<file path="src/rtl/dsm_pkg.sv">
// Shared constants and width helper for the delta-sigma CIC decimator.
package dsm_pkg;

    localparam int unsigned CIC_ORDER     = 3;
    localparam int unsigned DEFAULT_DECIM = 64;
    localparam int unsigned DEFAULT_OUT_W = 16;

    // Number of decimated words hidden after reset while the comb delays fill.
    localparam logic [1:0]  WARM_WORDS    = 2'd2;

    // Register growth of a sinc3 with +/-1 input: sign + unit bit + 3*log2(R).
    function automatic int unsigned cic_width(input int unsigned decim);
        return 2 + CIC_ORDER * $clog2(decim);
    endfunction

endpackage

</file>
<file path="src/rtl/cic_integrator.sv">
// One CIC integrator stage: modular W-bit accumulator with clock enable.
module cic_integrator
    import dsm_pkg::*;
#(
    parameter int unsigned W = cic_width(DEFAULT_DECIM)
) (
    input  logic         clk,
    input  logic         reset,
    input  logic         en,
    input  logic [W-1:0] din,
    output logic [W-1:0] acc
);

    // Accumulate only on accepted bits; wrap-around is intended.
    always_ff @(posedge clk or posedge reset) begin
        if (reset) begin
            acc <= '0;
        end else if (en) begin
            acc <= acc + din;
        end
    end

endmodule

</file>
<file path="src/rtl/dsm_cic_decimator.sv">
// Third-order CIC decimator turning a 1-bit modulator stream into signed PCM.
module dsm_cic_decimator
    import dsm_pkg::*;
#(
    parameter int unsigned DECIM = DEFAULT_DECIM,
    parameter int unsigned OUT_W = DEFAULT_OUT_W
) (
    input  logic                    clk,
    input  logic                    reset,
    input  logic                    bit_in,
    input  logic                    bit_valid,
    output logic signed [OUT_W-1:0] pcm_out,
    output logic                    pcm_valid
);

    localparam int unsigned W     = cic_width(DECIM);
    localparam int unsigned LOG2  = $clog2(DECIM);
    localparam int unsigned SHIFT = CIC_ORDER * LOG2 - (OUT_W - 1);

    localparam logic signed [W-1:0] SAT_HI = W'((1 << (OUT_W - 1)) - 1);
    localparam logic signed [W-1:0] SAT_LO = ~SAT_HI;

    logic [W-1:0]        step;
    logic [W-1:0]        int1;
    logic [W-1:0]        int2;
    logic [W-1:0]        int3;
    logic [LOG2-1:0]     phase;
    logic                comb_due;
    logic signed [W-1:0] dly1;
    logic signed [W-1:0] dly2;
    logic signed [W-1:0] dly3;
    logic signed [W-1:0] comb1;
    logic signed [W-1:0] comb2;
    logic signed [W-1:0] comb3;
    logic signed [W-1:0] scaled;
    logic [OUT_W-1:0]    pcm_next;
    logic [1:0]          warm;

    // Map the modulator bit to +1 / -1 in W-bit two's complement.
    always_comb begin
        step = bit_in ? W'(1) : '1;
    end

    // Each stage sees the pre-edge value of the one before it.
    cic_integrator #(.W(W)) u_int1 (
        .clk   (clk),
        .reset (reset),
        .en    (bit_valid),
        .din   (step),
        .acc   (int1)
    );

    cic_integrator #(.W(W)) u_int2 (
        .clk   (clk),
        .reset (reset),
        .en    (bit_valid),
        .din   (int1),
        .acc   (int2)
    );

    cic_integrator #(.W(W)) u_int3 (
        .clk   (clk),
        .reset (reset),
        .en    (bit_valid),
        .din   (int2),
        .acc   (int3)
    );

    // Count accepted bits; the bit that wraps the phase schedules the combs.
    always_ff @(posedge clk or posedge reset) begin
        if (reset) begin
            phase    <= '0;
            comb_due <= 1'b0;
        end else begin
            comb_due <= bit_valid && (phase == '1);
            if (bit_valid) begin
                phase <= phase + LOG2'(1);
            end
        end
    end

    // Comb chain, output scaling and saturation.
    always_comb begin
        comb1  = $signed(int3) - dly1;
        comb2  = comb1 - dly2;
        comb3  = comb2 - dly3;
        scaled = comb3 >>> SHIFT;
        if (scaled > SAT_HI) begin
            pcm_next = SAT_HI[OUT_W-1:0];
        end else if (scaled < SAT_LO) begin
            pcm_next = SAT_LO[OUT_W-1:0];
        end else begin
            pcm_next = scaled[OUT_W-1:0];
        end
    end

    // Run the combs once per frame; pcm_out only moves on an unsuppressed word.
    always_ff @(posedge clk or posedge reset) begin
        if (reset) begin
            dly1      <= '0;
            dly2      <= '0;
            dly3      <= '0;
            warm      <= '0;
            pcm_out   <= '0;
            pcm_valid <= 1'b0;
        end else begin
            pcm_valid <= 1'b0;
            if (comb_due) begin
                dly1 <= $signed(int3);
                dly2 <= comb1;
                dly3 <= comb2;
                if (warm == WARM_WORDS) begin
                    pcm_out   <= $signed(pcm_next);
                    pcm_valid <= 1'b1;
                end else begin
                    warm <= warm + 2'd1;
                end
            end
        end
    end

endmodule
</file>
<file path="config.mk">
export PLATFORM = sky130hd
export DESIGN_NAME = dsm_cic_decimator
export DESIGN_NICKNAME = d
export VERILOG_FILES = /design/src/rtl/dsm_pkg.sv /design/src/rtl/cic_integrator.sv /design/src/rtl/dsm_cic_decimator.sv
export SDC_FILE = /design/constraint.sdc
export NUM_CORES = 1
export LEC_CHECK = 0
export ABC_AREA = 1
export BUFFER_PORTS_ARGS = -buffer_cell sky130_fd_sc_hd__buf_2
export CELL_PAD_IN_SITES_DETAIL_PLACEMENT = 0
export CELL_PAD_IN_SITES_GLOBAL_PLACEMENT = 1
export CORE_MARGIN = 2
export CORE_UTILIZATION = 42
export DETAILED_ROUTE_END_ITERATION = 10
export PLACE_DENSITY = 0.7
export SLEW_MARGIN = 20
export SYNTH_ARGS = -nofsm -noshare
export SYNTH_HDL_FRONTEND = slang
export SYNTH_HIERARCHICAL = 1
export SYNTH_SLANG_ARGS = --single-unit
</file>
<file path="constraint.sdc">
create_clock -name clk -period 6.8 [get_ports clk]
set_input_delay 0.34 -clock clk [delete_from_list [all_inputs] [get_ports clk]]
set_output_delay 0.34 -clock clk [all_outputs]
set_load 0.02 [all_outputs]
</file>
Word level (Yosys, flattened, before mapping)

Cells that the tools add are included.

Input bits: 4
Output and inout bits: 17
Memory bits (writable): 0
ROM bits: 0
Memories: 0
Bits in latches: 0
Bits in registers: 146
Word-level logic and storage cells: 32

Multiply operators: 0
Magnitude comparators: 2
Reduce and logical (&&, ||, !) cells: 3
Multiplexer cells: 5
Equality and inequality tests: 2
Divide/modulo/power cells: 0
Bitwise operators: 1
Shifts and indexed selects: 0
$add $sub $neg: 8

Operators by type and width:

| operator             | number |
|---|---|
| $add 20x20->20       | 3 |
| $sub 20x20->20       | 3 |
| $mux 16              | 2 |
| $mux 20              | 1 |
| $gt 17x16->1 const B | 1 |
| $lt 17x16->1 const B | 1 |
| $add 6x1->6 const B  | 1 |
| $eq 6x6->1 const B   | 1 |
| $reduce_and 2->1     | 2 |
| $add 2x1->2 const B  | 1 |
| $eq 2x2->1 const B   | 1 |
| $mux 1               | 2 |
| $logic_and 1x1->1    | 1 |
| $not 1->1            | 1 |

Longest topological paths before layout

Gate-level depths: netlist (run 1).

Depth in word-level cells: 6
Mapped depth: 36
Gate-level depth less buffers: 35

Hierarchy

The synthesis (run 1) kept the hierarchy.

By module, submodules not included:

| module            | instances | seq. area each (um^2) | area an instance (um^2) | cells an instance |
|---|---|---|---|---|
| dsm_cic_decimator | 1         | 2,152.1               | 6,316.1                 | 839 |
| cic_integrator    | 3         | 500.5                 | 1,921.8                 | 296 |

Worst setup path before layout (run 1)

No wires, ideal clock.

Kind: flip-flop to flip-flop
From: register u_int3.acc[0]
To: register pcm_out[4]
Period minus slack after synthesis: 4.836 ns
Data required time: 6.735 ns
Arrival: 4.771 ns
Library setup time: 0.065 ns
Cell stages (with the launch flop): 33
Buffers on the path: 1
Path slack: 1.964 ns
Path through: dfrtp_1 inv_1 ha_1 fa_1 o21ai_1 nand2_1 o211ai_1 a21boi_1 o21ai_1 a21oi_1 o21ai_1 xor2_1 ha_1 nand2_1 nor2_1 inv_1 a21oi_1 a211oi_1 nand3_1 xor2_1 ha_1 nand2_1 nor3_2 nand3_1 o211ai_2 xor2_4 inv_1 nand3_4 buf_6 nand2_1 nand2_1 nand2_1 nand2_1

Word-level cells in the longest chain between the ends: 6
Elaborated cells between the ends (all ways): 7
Those cells by class: add/sub (3); order compare (2); mux (2)

RTL lines:

| element                | line                     | RTL |
|---|---|---|
| from (decl)            | cic_integrator.sv:11     | `output logic [W-1:0] acc` |
| from (signal assigned) | cic_integrator.sv:19     | `acc <= acc + din;` |
| $sub 20x20->20 (*)     | dsm_cic_decimator.sv:84  | `comb1 = $signed(int3) - dly1;` |
| net comb1[16]          | dsm_cic_decimator.sv:32  | `logic signed [W-1:0] comb1;` |
| $sub 20x20->20 (*)     | dsm_cic_decimator.sv:85  | `comb2 = comb1 - dly2;` |
| net comb2[17]          | dsm_cic_decimator.sv:33  | `logic signed [W-1:0] comb2;` |
| $sub 20x20->20 (*)     | dsm_cic_decimator.sv:86  | `comb3 = comb2 - dly3;` |
| $lt 17x16->1           | dsm_cic_decimator.sv:90  | `end else if (scaled < SAT_LO) begin` |
| $mux 16                | dsm_cic_decimator.sv:90  |  |
| $mux 16 (*)            | dsm_cic_decimator.sv:88  | `if (scaled > SAT_HI) begin` |
| to (signal assigned)   | dsm_cic_decimator.sv:113 | `pcm_out <= $signed(pcm_next);` |
| to (decl)              | dsm_cic_decimator.sv:12  | `output logic signed [OUT_W-1:0] pcm_out,` |

Mark *: on every way through the listed nets, which the timed path passes. The rest lies on a longest branch.
A chain may end at the register's enable or synchronous reset.

Final worst setup path (run 1)

From: register u_int3.acc[0]
To: register pcm_out[3]

Same word-level chain as after synthesis.

==> summary.md, run 1 <==
| Metric | Value |
|---|---|
| Initial antenna violation count | `0` |
| Fin crit share | `82.72%` |
| Synth Area in Compound Gates | `10.77%` |
| Startpoint type of the worst setup path | `flip-flop` |
| Share of post-route cells with drive strength above 1 | `7.907%` |
| Avg Inst Size Synth | `6.996 sq um` |
| Number of nets still failing antenna checks after routing | `0` |
| R2r setup slk | `between 1 and 1.5 ns` |
| Critical-path top delay cell | `nor4_1` |
| First drt pass iteration count | `7` |
| Routed vias | `10,530` |
| Clk_lat worst skew | `0.44 ns` |
| Fmax | `roughly 180 MHz` |
| CP Capture Type | `flip-flop` |
| Initial Utilization | `42.32%` |
| Full die area | `30,140 sq um` |
| Number of synthesized flops with an enable pin | `0` |
| Setup TNS | `0 ns` |
| TritonCTS Sinks | `~150` |
| Worst Path Arrival | `approximately 6 ns` |
| Core footprint | `28,550 sq um` |
| Crit-path max cell delay | `0.45 ns` |
| # fillers | `approximately 3,000` |
| H-tree depth | `4` |
| DP HPWL | `25.41 mm` |
| YS warnings | `6` |
| Final weighted congestion of routability-driven global placement | `0.8327` |
| Status | `completed` |
| Share of the yosys chip area belonging to registers | `30.24%` |
| Wire length of the first global-routing pass | `53.09 mm` |
| Synth Flop Type | `dfrtp_1` |
| Crit path launch | `u_int3/acc[0]` |
| Worst EP required | `~7.1 ns` |
| Num CTS Buffers | `17` |
| Register Area | `3655 sq um` |
| Slew HR | `37.21%` |
| Slew Limit Fails | `0` |
| Tmin final | `5.625 ns` |
| Port Buf Inserts | `20` |
| Root Driver | `clkbuf_16` |
| Final Setup Violations | `0` |
| Clk slew on worst S/H paths | `0.07 ns` |
| Max Clock Skew | `around 0.013 ns` |
| Post-synthesis mux area share | `0%` |
| Largest net degree at the start of global routing | `56` |
| Post-synthesis simple-gate area fraction | `31.89%` |
| Average routed wire per standard cell | `14.74 microns` |
| Adder-cell share of the synthesized area | `12.74%` |
| Reg2reg end | `pcm_out[3]` |
| Vias in the first global route | `10,360` |
| Unrepaired setup endpoints after global routing | `no` |
| Row cnt | `62` |
| Register bit count reported by yosys | `~150` |
| Largest family of logic cells by synthesized area | `simple AND/OR/NAND/NOR gates` |
| Post-route DRC | `0` |
| Area grow syn2layout | `9.269%` |
| Die height | `between 150 and 200 microns` |
| R2r startpoint | `u_int3/acc[0]` |
| DRT iter0 DRCs | `about 640` |
| Xor and xnor area share after synthesis | `5.955%` |
| Setup bufs post-CTS | `0` |
| Mapped Nets | `1,851` |
| Total GRT Usage | `roughly 22%` |
| Worst-path maximum fanout | `15` |
| Drt total wl | `31.57 mm` |
| CP dominant cell by count | `nand2_1` |
| Via-per-instance ratio | `4.915` |
| Syn Inst Count | `approximately 1,700` |
| CP Class | `flip-flop to flip-flop` |
| Multi-input gate area | `between 7000 and 8000 sq um` |
| Hold Crit Class | `primary input to async pin` |
| Cells on worst reg2reg path | `28` |
| # hold bufs at CTS | `0` |
| CTS-repair resized insts | `0` |
| Netlist cell types | `52` |
| Crit path capture | `pcm_out[3]` |
| MaxCap Viol Count | `0` |
| Synth async-reset ratio | `100.0%` |
| I/O pin total | `21` |
| Hold Fails Final Rpt | `0` |
| Clock buffer depth | `2` |
| CTS tree | `built` |
| Die Width | `173.6 microns` |
| Synth Cell Area | `12,080 sq um` |
| # diodes | `0` |
| Worst slew pin tran | `0.9409 ns` |
| Final global-route overflow total | `0` |
| # nets final | `1,869` |
==> worst max-delay path, delay by kind of cell, from the launching register on <==
kind	cells	cell delay, ns
and+or+nand+nor	13	1.90
AOI/OAI and AO/OA	7	1.42
adders and majority gates	4	1.32
DFF	1	0.37
xor gates and xnor gates	2	0.34
buffers and inverters	2	0.16
==> synthesized netlist by cell type, drive strengths merged, types with 4 or more instances <==
master	n	area (sq um)
or2	7	43.80
clkbuf	18	67.56
nand4	11	68.82
a21o	4	30.03
nor2	92	387.9
fa	5	100.1
ha	115	1439
o21ai	110	550.5
a31oi	8	50.05
o21bai	7	52.55
dfrtp	146	3654
xor2	35	325.3
a21oi	98	513.0
xnor2	45	394.1
nor3	12	85.08
inv	231	867.1
nand2	626	2445
nand3	109	623.1
and2	4	27.53
buf	7	63.80
nand3b	17	140.1
==> logic make-up after synthesis <==
kind of cell	Yosys count
compound gates	240
xor+xnor	80
fa+ha+maj	120
buf+inv	258
flops	146
other cells	1
simple gates	882
==> state kept, by name, summed over array words and instances, names as in the netlist <==
signal,cells
dly1,20
dly2,20
dly3,20
u_int1/acc,20
u_int2/acc,20
u_int3/acc,20
pcm_out,16
phase,6
warm,2
comb_due,1
pcm_valid,1
==> cell type report <==
cell class,instances,area share (%)
timing repair buffer,25,1.043
tap,384,3.639
sequential,146,27.68
multi-input combinational,1323,56.17
clock buffer,19,3.279
inverter,232,6.606
clock inverter,13,1.573
==> cells in the final DEF (no fill, tap or decap), types with 3 or more instances in the layout <==
| master | Yosys | layout |
|---|---|---|
| nand2_2 | 35 | 35 |
| bufinv_16 | 0 | 5 |
| or2_1 | 6 | 6 |
| nand3b_1 | 16 | 16 |
| nor3_2 | 5 | 5 |
| nand2_1 | 590 | 590 |
| o21a_1 | 3 | 3 |
| buf_4 | 3 | 5 |
| clkinv_2 | 0 | 3 |
| dfrtp_1 | 146 | 145 |
| xor2_1 | 34 | 34 |
| nor3_1 | 7 | 7 |
| xnor2_1 | 45 | 45 |
| nor2_4 | 3 | 3 |
| ha_1 | 115 | 115 |
| buf_2 | 0 | 20 |
| a21oi_1 | 92 | 92 |
| a21o_1 | 4 | 4 |
| clkinvlp_4 | 0 | 4 |
| inv_1 | 227 | 226 |
| a31oi_1 | 8 | 8 |
| nand3_1 | 95 | 95 |
| inv_2 | 4 | 4 |
| clkbuf_16 | 0 | 17 |
| o21bai_1 | 7 | 7 |
| a21oi_2 | 6 | 6 |
| nand3_2 | 13 | 13 |
| nor2_2 | 8 | 8 |
| nor2_1 | 81 | 81 |
| o21ai_1 | 19 | 19 |
| and2_1 | 3 | 3 |
| fa_1 | 5 | 5 |
| o21ai_0 | 91 | 91 |
| nand4_1 | 11 | 11 |
==> per-layer routing <==
layer  track usage, %  share of wire [%]  up-vias
li1                 -                  -     5562
met1            29.65                 50     4798
met2            36.82                 46      132
met3            3.224                2.6       37
met4            6.408                1.9        0
met5                0                  0        -
==> through the flow <==
step	setup slack, ns	cell area [sq um]	cells	hold slack (ns)	util (%)
floorplan	1.964	12080	1727	0.3038	-
global placement	1.290	12560	2110	0.4589	44.00
detailed placement	1.143	12560	2110	0.4604	44.00
CTS	1.121	13200	2142	0.02707	46.24
global route	0.7231	13200	2142	0.05180	46.24
finish	1.175	13200	2142	0.01741	46.24
==> how the worst min path moves through the flow <==
stage                          start             to  slack (ns)
after floorplan                reset  u_int1/acc[0]        0.30
after global placement    pcm_out[8]     pcm_out[8]        0.46
after detailed placement  pcm_out[7]     pcm_out[7]        0.46
after CTS                      reset        dly1[2]        0.03
after global routing           reset        dly3[0]        0.05
final                          reset        dly1[0]        0.02
Power of run 1 is not shown: default switching activity piles up to over one toggle a cycle in this logic, so the estimate is an artifact.
==> run 2: changes to the inputs <==
--- a/config.mk
+++ b/config.mk
@@ -12,7 +12,7 @@
 export CORE_MARGIN = 2
 export CORE_UTILIZATION = 42
 export DETAILED_ROUTE_END_ITERATION = 10
-export PLACE_DENSITY = 0.7
+export PLACE_DENSITY = 0.72
 export SLEW_MARGIN = 20
 export SYNTH_ARGS = -nofsm -noshare
 export SYNTH_HDL_FRONTEND = slang
==> constraint.sdc (replaced) <==
create_clock -name clk -period 4.71 [get_ports clk]
set_input_delay 0.2355 -clock clk [delete_from_list [all_inputs] [get_ports clk]]
set_output_delay 0.2355 -clock clk [all_outputs]
set_load 0.02 [all_outputs]
==> run 2 against run 1 <==
Effect of this change:
- via count grew 4.8%
- worst hold slack gained 0.23 ns
- flip-flop and latch count is the same
- fmax grew 14%
- die area is the same
- critical path depth grew 2
- wire length grew 4.6%
- design area grew 11%
- final cell count grew 5.7%
- global-route usage grew 0.54 points
- the run now ends with negative setup slack left
- count of clock-buffer cells in the layout shrank 1
- clock skew is essentially flat
==> summary.md, run 2 (synthesis results as in run 1) <==
| Metric | Value |
|---|---|
| Status | `finished, violations left` |
| Failing checks | `negative setup slack` |
| Clk slew on worst S/H paths | `0.07 ns (about the same)` |
| Worst Slack Setup Final | `-0.2146 ns (-1.390 ns)` |
| First drt pass iteration count | `5 (-2)` |
| Cells on worst reg2reg path | `30 (+7.1%)` |
| H-tree depth | `4 (unchanged)` |
| Post-route DRC | `0 (unchanged)` |
| Average routed wire per standard cell | `14.58 microns (-1.1%)` |
| Root Driver | `clkbuf_16` |
| Num CTS Buffers | `17 (unchanged)` |
| CP Capture Type | `flip-flop` |
| Worst Path Arrival | `5.25 ns (-0.70 ns)` |
| Total GRT Usage | `22.56% (+0.54 points)` |
| Die height | `173.6 microns (unchanged)` |
| Critical-path top delay cell | `dfrtp_1` |
| Slew HR | `38.45% (+1.2 points)` |
| Row cnt | `62 (unchanged)` |
| Area grow syn2layout | `21.45%` |
| Fmax | `203.1 MHz (+14%)` |
| Wire length of the first global-routing pass | `55.06 mm (+3.7%)` |
| Port Buf Inserts | `20 (unchanged)` |
| Number of nets still failing antenna checks after routing | `0 (unchanged)` |
| DRT iter0 DRCs | `558 (-12%)` |
| Routed vias | `11,040 (+4.8%)` |
| Slew Limit Fails | `0 (unchanged)` |
| Hold Crit Class | `primary input to flip-flop` |
| Final Setup Violations | `16 (+16)` |
| Final weighted congestion of routability-driven global placement | `0.8742 (+5.0%)` |
| Worst hold path depth | `3` |
| CP Class | `flip-flop to flip-flop` |
| Worst EP required | `5.03 ns (-2.09 ns)` |
| Clock buffer depth | `2 (unchanged)` |
| TritonCTS Sinks | `146 (unchanged)` |
| Hold Fails Final Rpt | `0 (unchanged)` |
| Largest net degree at the start of global routing | `50 (-11%)` |
| # nets final | `1,992 (+6.6%)` |
| Worst-path maximum fanout | `8 (-7)` |
| Share of post-route cells with drive strength above 1 | `18.18% (+10 points)` |
| Clk_lat worst skew | `0.44 ns (about the same)` |
| CTS tree | `built` |
| # diodes | `0 (unchanged)` |
| DP HPWL | `25.95 mm (+2.1%)` |
| I/O pin total | `21 (unchanged)` |
| Max Clock Skew | `0.01330 ns (+0.0001175 ns)` |
| MaxCap Viol Count | `0 (unchanged)` |
| Commonest non-fill, non-tap cells in the layout | `nand2_1 (573), inv_1 (222), dfrtp_1 (145)` |
| Most common cell after layout, fill and taps aside | `nand2_1` |
| Vias in the first global route | `10,720 (+3.5%)` |
| Unrepaired setup endpoints after global routing | `yes` |
| Drt total wl | `33.02 mm (+4.6%)` |
| Core footprint | `28,550 sq um (unchanged)` |
| Final global-route overflow total | `0 (unchanged)` |
| Worst slew pin tran | `0.9222 ns (-0.01865 ns)` |
| Tmin final | `4.925 ns (-0.7003 ns)` |
| Via-per-instance ratio | `4.873 (-0.87%)` |
| Fin util | `51.40% (+5.2 points)` |
| Initial Utilization | `42.32% (unchanged)` |
| Full die area | `30,140 sq um (unchanged)` |
| Startpoint type of the worst setup path | `flip-flop` |
| Die Width | `173.6 microns (unchanged)` |
| Fin crit share | `104.6% (+22 points)` |
| Pre-CTS WS | `-0.5678 ns (-1.711 ns)` |
| Initial antenna violation count | `0 (unchanged)` |
| Crit-path max cell delay | `0.41 ns (-0.04 ns)` |
run 2: cell count changes in the layout (fill, tap and decap cells not counted), moves of 12 or more:
cell / delta
nand2_1: -17
buf_4: +114
ha_4: +12
ha_1: -12
nand2_2: +14
run 2: what timing repair did:
item | 4_1_cts | 5_1_grt
setup endpoints to repair | 16 | 16
resized for setup | 39 | 67
hold buffers | 1 | 0
pin swaps | 29 | 54
cloned | 2 | 0
hold endpoints to repair | 37 | 0
setup buffers | 9 | 6
run 2: area by class of cell:
| class | count | area [sq um] |
|---|---|---|
| Fill cell | 2923 | 13870 |
| Multi-Input combinational cell | 1325 | 7985 |
| Sequential cell | 146 | 3655 |
| Timing Repair Buffer | 146 | 1071 |
| Inverter | 232 | 874.6 |
| Tap cell | 384 | 480.5 |
| Clock buffer | 18 | 439.2 |
| Clock inverter | 14 | 167.7 |
run 2: critical path, delay by kind of cell (launching register included):
family,cells,cell delay (ns)
AO/OA/AOI/OAI,6,1.02
XOR/XNOR,2,0.35
adder cells (fa/ha/maj),4,1.11
buffers and inverters,4,0.38
flip-flops,1,0.41
AND/OR/NAND/NOR,14,1.51
run 2: worst paths after layout:
path,startpoint,endpoint,slack [ns]
worst min register to register,pcm_out[8],pcm_out[8],0.47
max in group asynchronous,reset,dly3[18],3.05
worst max-delay path,dly1[0],pcm_out[0],-0.21
worst min-delay path,bit_valid,u_int1/acc[0],0.25
min in group asynchronous,reset,dly1[0],0.50
worst max register to register,dly1[0],pcm_out[0],-0.21
run 2: layer usage:
layer  routed length [microns]  track usage (%)  up-vias
li1                          -                -     5813
met1                     17150            32.74     5066
met2                     14790            36.33      135
met3                       784            2.719       23
met4                       294            4.482        0
met5                         0                0        -
run 2: per-stage QoR:
step | TNS [ns] | std cells | hold WS [ns] | area [sq um]
detailed placement | -8.551 | 2215 | 0.4344 | 13360
global placement | -5.974 | 2215 | 0.4188 | 13360
global route | -7.960 | 2265 | 0.2584 | 14670
finish | -3.177 | 2265 | 0.2499 | 14670
CTS | -5.101 | 2259 | 0.2363 | 14240
floorplan | 0 | 1727 | 0.1993 | 12090
Power of run 2 is left out for the same reason.
==> run 3: changes to the inputs <==
--- a/config.mk
+++ b/config.mk
@@ -5,14 +5,14 @@
 export SDC_FILE = /design/constraint.sdc
 export NUM_CORES = 1
 export LEC_CHECK = 0
-export ABC_AREA = 1
+export ABC_AREA = 0
 export BUFFER_PORTS_ARGS = -buffer_cell sky130_fd_sc_hd__buf_2
 export CELL_PAD_IN_SITES_DETAIL_PLACEMENT = 0
 export CELL_PAD_IN_SITES_GLOBAL_PLACEMENT = 1
 export CORE_MARGIN = 2
 export CORE_UTILIZATION = 42
 export DETAILED_ROUTE_END_ITERATION = 10
-export PLACE_DENSITY = 0.72
+export PLACE_DENSITY = 0.69
 export SLEW_MARGIN = 20
 export SYNTH_ARGS = -nofsm -noshare
 export SYNTH_HDL_FRONTEND = slang
==> run 3 against run 2 <==
Effect of this change:
- the flow still finishes with violations (negative setup slack)
- worst setup slack worse by 0.59 ns
- final cell count is 22% lower
- synthesized area is 6.3% lower
- via count is 16% lower
- clock skew is 0.0030 ns lower
- register-to-register slack worse by 0.59 ns
- worst hold slack better by 0.073 ns
- die area is 6.1% lower
- fmax is 11% lower
- flip-flop and latch count stayed put
- highest routed layer unchanged
==> summary.md, run 3 <==
| Metric | Value |
|---|---|
| Full die area | `28,300 sq um (-6.1%)` |
| Max Clock Skew | `0.01031 ns (-0.002990 ns)` |
| Drt total wl | `24.07 mm (-27%)` |
| Synth Area in Compound Gates | `23.44% (+13 points)` |
| Synth Cell Area | `11,330 sq um (-6.3%)` |
| Post-route DRC | `0 (unchanged)` |
| Share of the yosys chip area belonging to registers | `32.26% (+2.0 points)` |
| I/O pin total | `21 (unchanged)` |
| Register bit count reported by yosys | `146 (unchanged)` |
| Final weighted congestion of routability-driven global placement | `0.7871 (-10%)` |
| Hold Fails Final Rpt | `0 (unchanged)` |
| Area share of the largest cell type after synthesis | `32.26% (+2.0 points)` |
| Avg Inst Size Synth | `8.932 sq um (+28%)` |
| Startpoint type of the worst setup path | `flip-flop` |
| Synth async-reset ratio | `100.0% (unchanged)` |
| Die Width | `168.2 microns (-3.1%)` |
| Worst EP required | `5.02 ns (about the same)` |
| Share of post-route cells with drive strength above 1 | `23.60% (+5.4 points)` |
| Area grow syn2layout | `21.37% (about the same)` |
| Initial antenna violation count | `0 (unchanged)` |
| Hold Crit Class | `primary input to flip-flop` |
| Final Setup Violations | `16 (unchanged)` |
| Largest family of logic cells by synthesized area | `compound AO/OA/AOI/OAI gates` |
| Register Area | `3655 sq um (unchanged)` |
| Initial Utilization | `42.38% (+0.057 points)` |
| Adder-cell share of the synthesized area | `13.59% (+0.85 points)` |
| # nets final | `1,543 (-23%)` |
| Top cells by count, synth | `dfrtp_1 (146), nand2_1 (140), ha_1 (115)` |
| Clk slew on worst S/H paths | `0.07 ns (about the same)` |
| Status | `finished, violations left` |
| Mapped Nets | `1,392 (-25%)` |
| Pre-CTS WS | `-0.8953 ns (-0.3275 ns)` |
| CP Capture Type | `flip-flop` |
| Post-synthesis simple-gate area fraction | `15.37% (-17 points)` |
| Most common cell after layout, fill and taps aside | `dfrtp_1` |
| CP Class | `flip-flop to flip-flop` |
| Root Driver | `clkbuf_16` |
| Routed vias | `9,262 (-16%)` |
| Worst Path Arrival | `5.83 ns (+0.58 ns)` |
| DP HPWL | `18.33 mm (-29%)` |
| Row cnt | `60 (-3.2%)` |
| Die height | `168.2 microns (-3.1%)` |
| Slew HR | `40.81% (+2.4 points)` |
| Failing checks | `negative setup slack` |
| Tmin final | `5.515 ns (+0.5900 ns)` |
| Worst Slack Setup Final | `-0.8045 ns (-0.5900 ns)` |
| CTS tree | `built` |
| Port Buf Inserts | `20 (unchanged)` |
| Core footprint | `26,730 sq um (-6.4%)` |
| Post-synthesis mux area share | `4.563% (+4.6 points)` |
| Clk_lat worst skew | `0.43 ns (about the same)` |
| Worst-path maximum fanout | `6 (-2)` |
| Largest net degree at the start of global routing | `72 (+44%)` |
| Netlist cell types | `89 (+71%)` |
| Synth Flop Type | `dfrtp_1` |
| Commonest non-fill, non-tap cells in the layout | `dfrtp_1 (145), nand2_1 (140), buf_4 (139)` |
| Fin crit share | `117.1% (+13 points)` |
| Final global-route overflow total | `0 (unchanged)` |
| YS warnings | `6 (unchanged)` |
| Num CTS Buffers | `17 (unchanged)` |
| Via-per-instance ratio | `5.224 (+7.2%)` |
| Vias in the first global route | `9,189 (-14%)` |
| Clock buffer depth | `2 (unchanged)` |
| Wire length of the first global-routing pass | `41.72 mm (-24%)` |
| Number of nets still failing antenna checks after routing | `0 (unchanged)` |
| Cells on worst reg2reg path | `27 (-10%)` |
| Average routed wire per standard cell | `13.58 microns (-6.9%)` |
| Unrepaired setup endpoints after global routing | `yes` |
| Slew Limit Fails | `0 (unchanged)` |
| First drt pass iteration count | `4 (-1)` |
| WHS | `0.3232 ns (+0.07334 ns)` |
| Top post-synthesis cells by area | `dfrtp_1 (32%), ha_1 (13%), nand2_1 (4.6%), o21ai_0 (4.5%), xnor2_1 (4.3%)` |
| Multi-input gate area | `7397 sq um (-7.4%)` |
| # fillers | `2,613 (-11%)` |
| # diodes | `0 (unchanged)` |
| Syn Inst Count | `1,268 (-27%)` |
| Number of synthesized flops with an enable pin | `0 (unchanged)` |
| DRT iter0 DRCs | `255 (-54%)` |
| Worst slew pin tran | `0.8869 ns (-0.03537 ns)` |
| Total GRT Usage | `17.67% (-4.9 points)` |
| Worst hold path depth | `2 (-1)` |
| Fmax | `181.3 MHz (-11%)` |
| Count leader, synth | `dfrtp_1` |
| H-tree depth | `4 (unchanged)` |
| MaxCap Viol Count | `0 (unchanged)` |
| TritonCTS Sinks | `146 (unchanged)` |
| Xor and xnor area share after synthesis | `6.010% (+0.055 points)` |
| Area leader, netlist | `dfrtp_1` |
run 3: layout make-up:
class | instances | area share, %
Timing Repair Buffer | 166 | 9.157
Clock buffer | 20 | 3.322
Multi-Input combinational cell | 983 | 53.81
Sequential cell | 146 | 26.59
Clock inverter | 12 | 1.138
Inverter | 105 | 2.876
Tap cell | 341 | 3.104
run 3: timing repair:
| item | CTS | global route |
|---|---|---|
| endpoints found under the setup margin | 16 | 17 |
| hold buffers | 1 | 0 |
| gates cloned | 0 | 1 |
| pin swaps | 5 | 17 |
| hold endpoints to repair | 40 | 0 |
| resized for setup | 15 | 45 |
| setup buffers | 4 | 5 |
run 3: through the flow:
stage	setup TNS [ns]	utilization (%)	cell area, sq um	cells
CTS	-13.26	50.47	13490	1767
global placement	-13.71	47.79	12770	1730
finish	-12.13	51.43	13750	1773
floorplan	-11.02	-	11350	1268
detailed placement	-13.59	47.79	12770	1730
global route	-17.45	51.43	13750	1773
run 3: worst max-delay path: stages, from the launching register on:
cell and delay, ns:
dfrtp_1 0.40, ha_4 0.17, fa_2 0.34, nor2b_2 0.13, o21ai_2 0.07, a21boi_2 0.17, o21ai_2 0.09, a21boi_2 0.21
buf_4 0.15, o21a_1 0.14, o21a_1 0.17, nor2_2 0.07, ha_4 0.23, nand2_1 0.06, a211oi_1 0.04, a211o_1 0.28
a311o_1 0.36, a21o_1 0.19, a21oi_1 0.16, xnor2_1 0.10, ha_1 0.22, o41a_1 0.44, a31o_4 0.24, a31oi_4 0.17
xnor3_2 0.33, o21ai_4 0.22, clkbuf_16 0.20, o21ai_2 0.06
run 3: logic make-up after synthesis:
logic type / count (synthesis)
multiplexers: 46
AO/OA/AOI/OAI: 385
buffers and inverters: 139
other: 1
adder cells (fa/ha/maj): 120
XOR/XNOR: 76
AND/OR/NAND/NOR: 355
flip-flops: 146
run 3: final timing paths:
check                           start             to  slack, ns
hold reg to reg            pcm_out[4]     pcm_out[4]       0.47
hold / removal              bit_valid  u_int1/acc[2]       0.32
setup reg to reg              dly1[0]     pcm_out[1]      -0.80
max in group asynchronous       reset        dly2[2]       3.12
setup / recovery              dly1[0]     pcm_out[1]      -0.80
min in group asynchronous       reset        dly1[2]       0.51
run 3: layer usage:
metal | GRT usage [%] | part of all wire, % | vias up
li1 | - | - | 4852
met1 | 20.51 | 45 | 4289
met2 | 33.19 | 51 | 82
met3 | 2.351 | 1.7 | 39
met4 | 6.222 | 2.4 | 0
met5 | 0 | 0 | -
Power of run 3 is left out for the same reason.
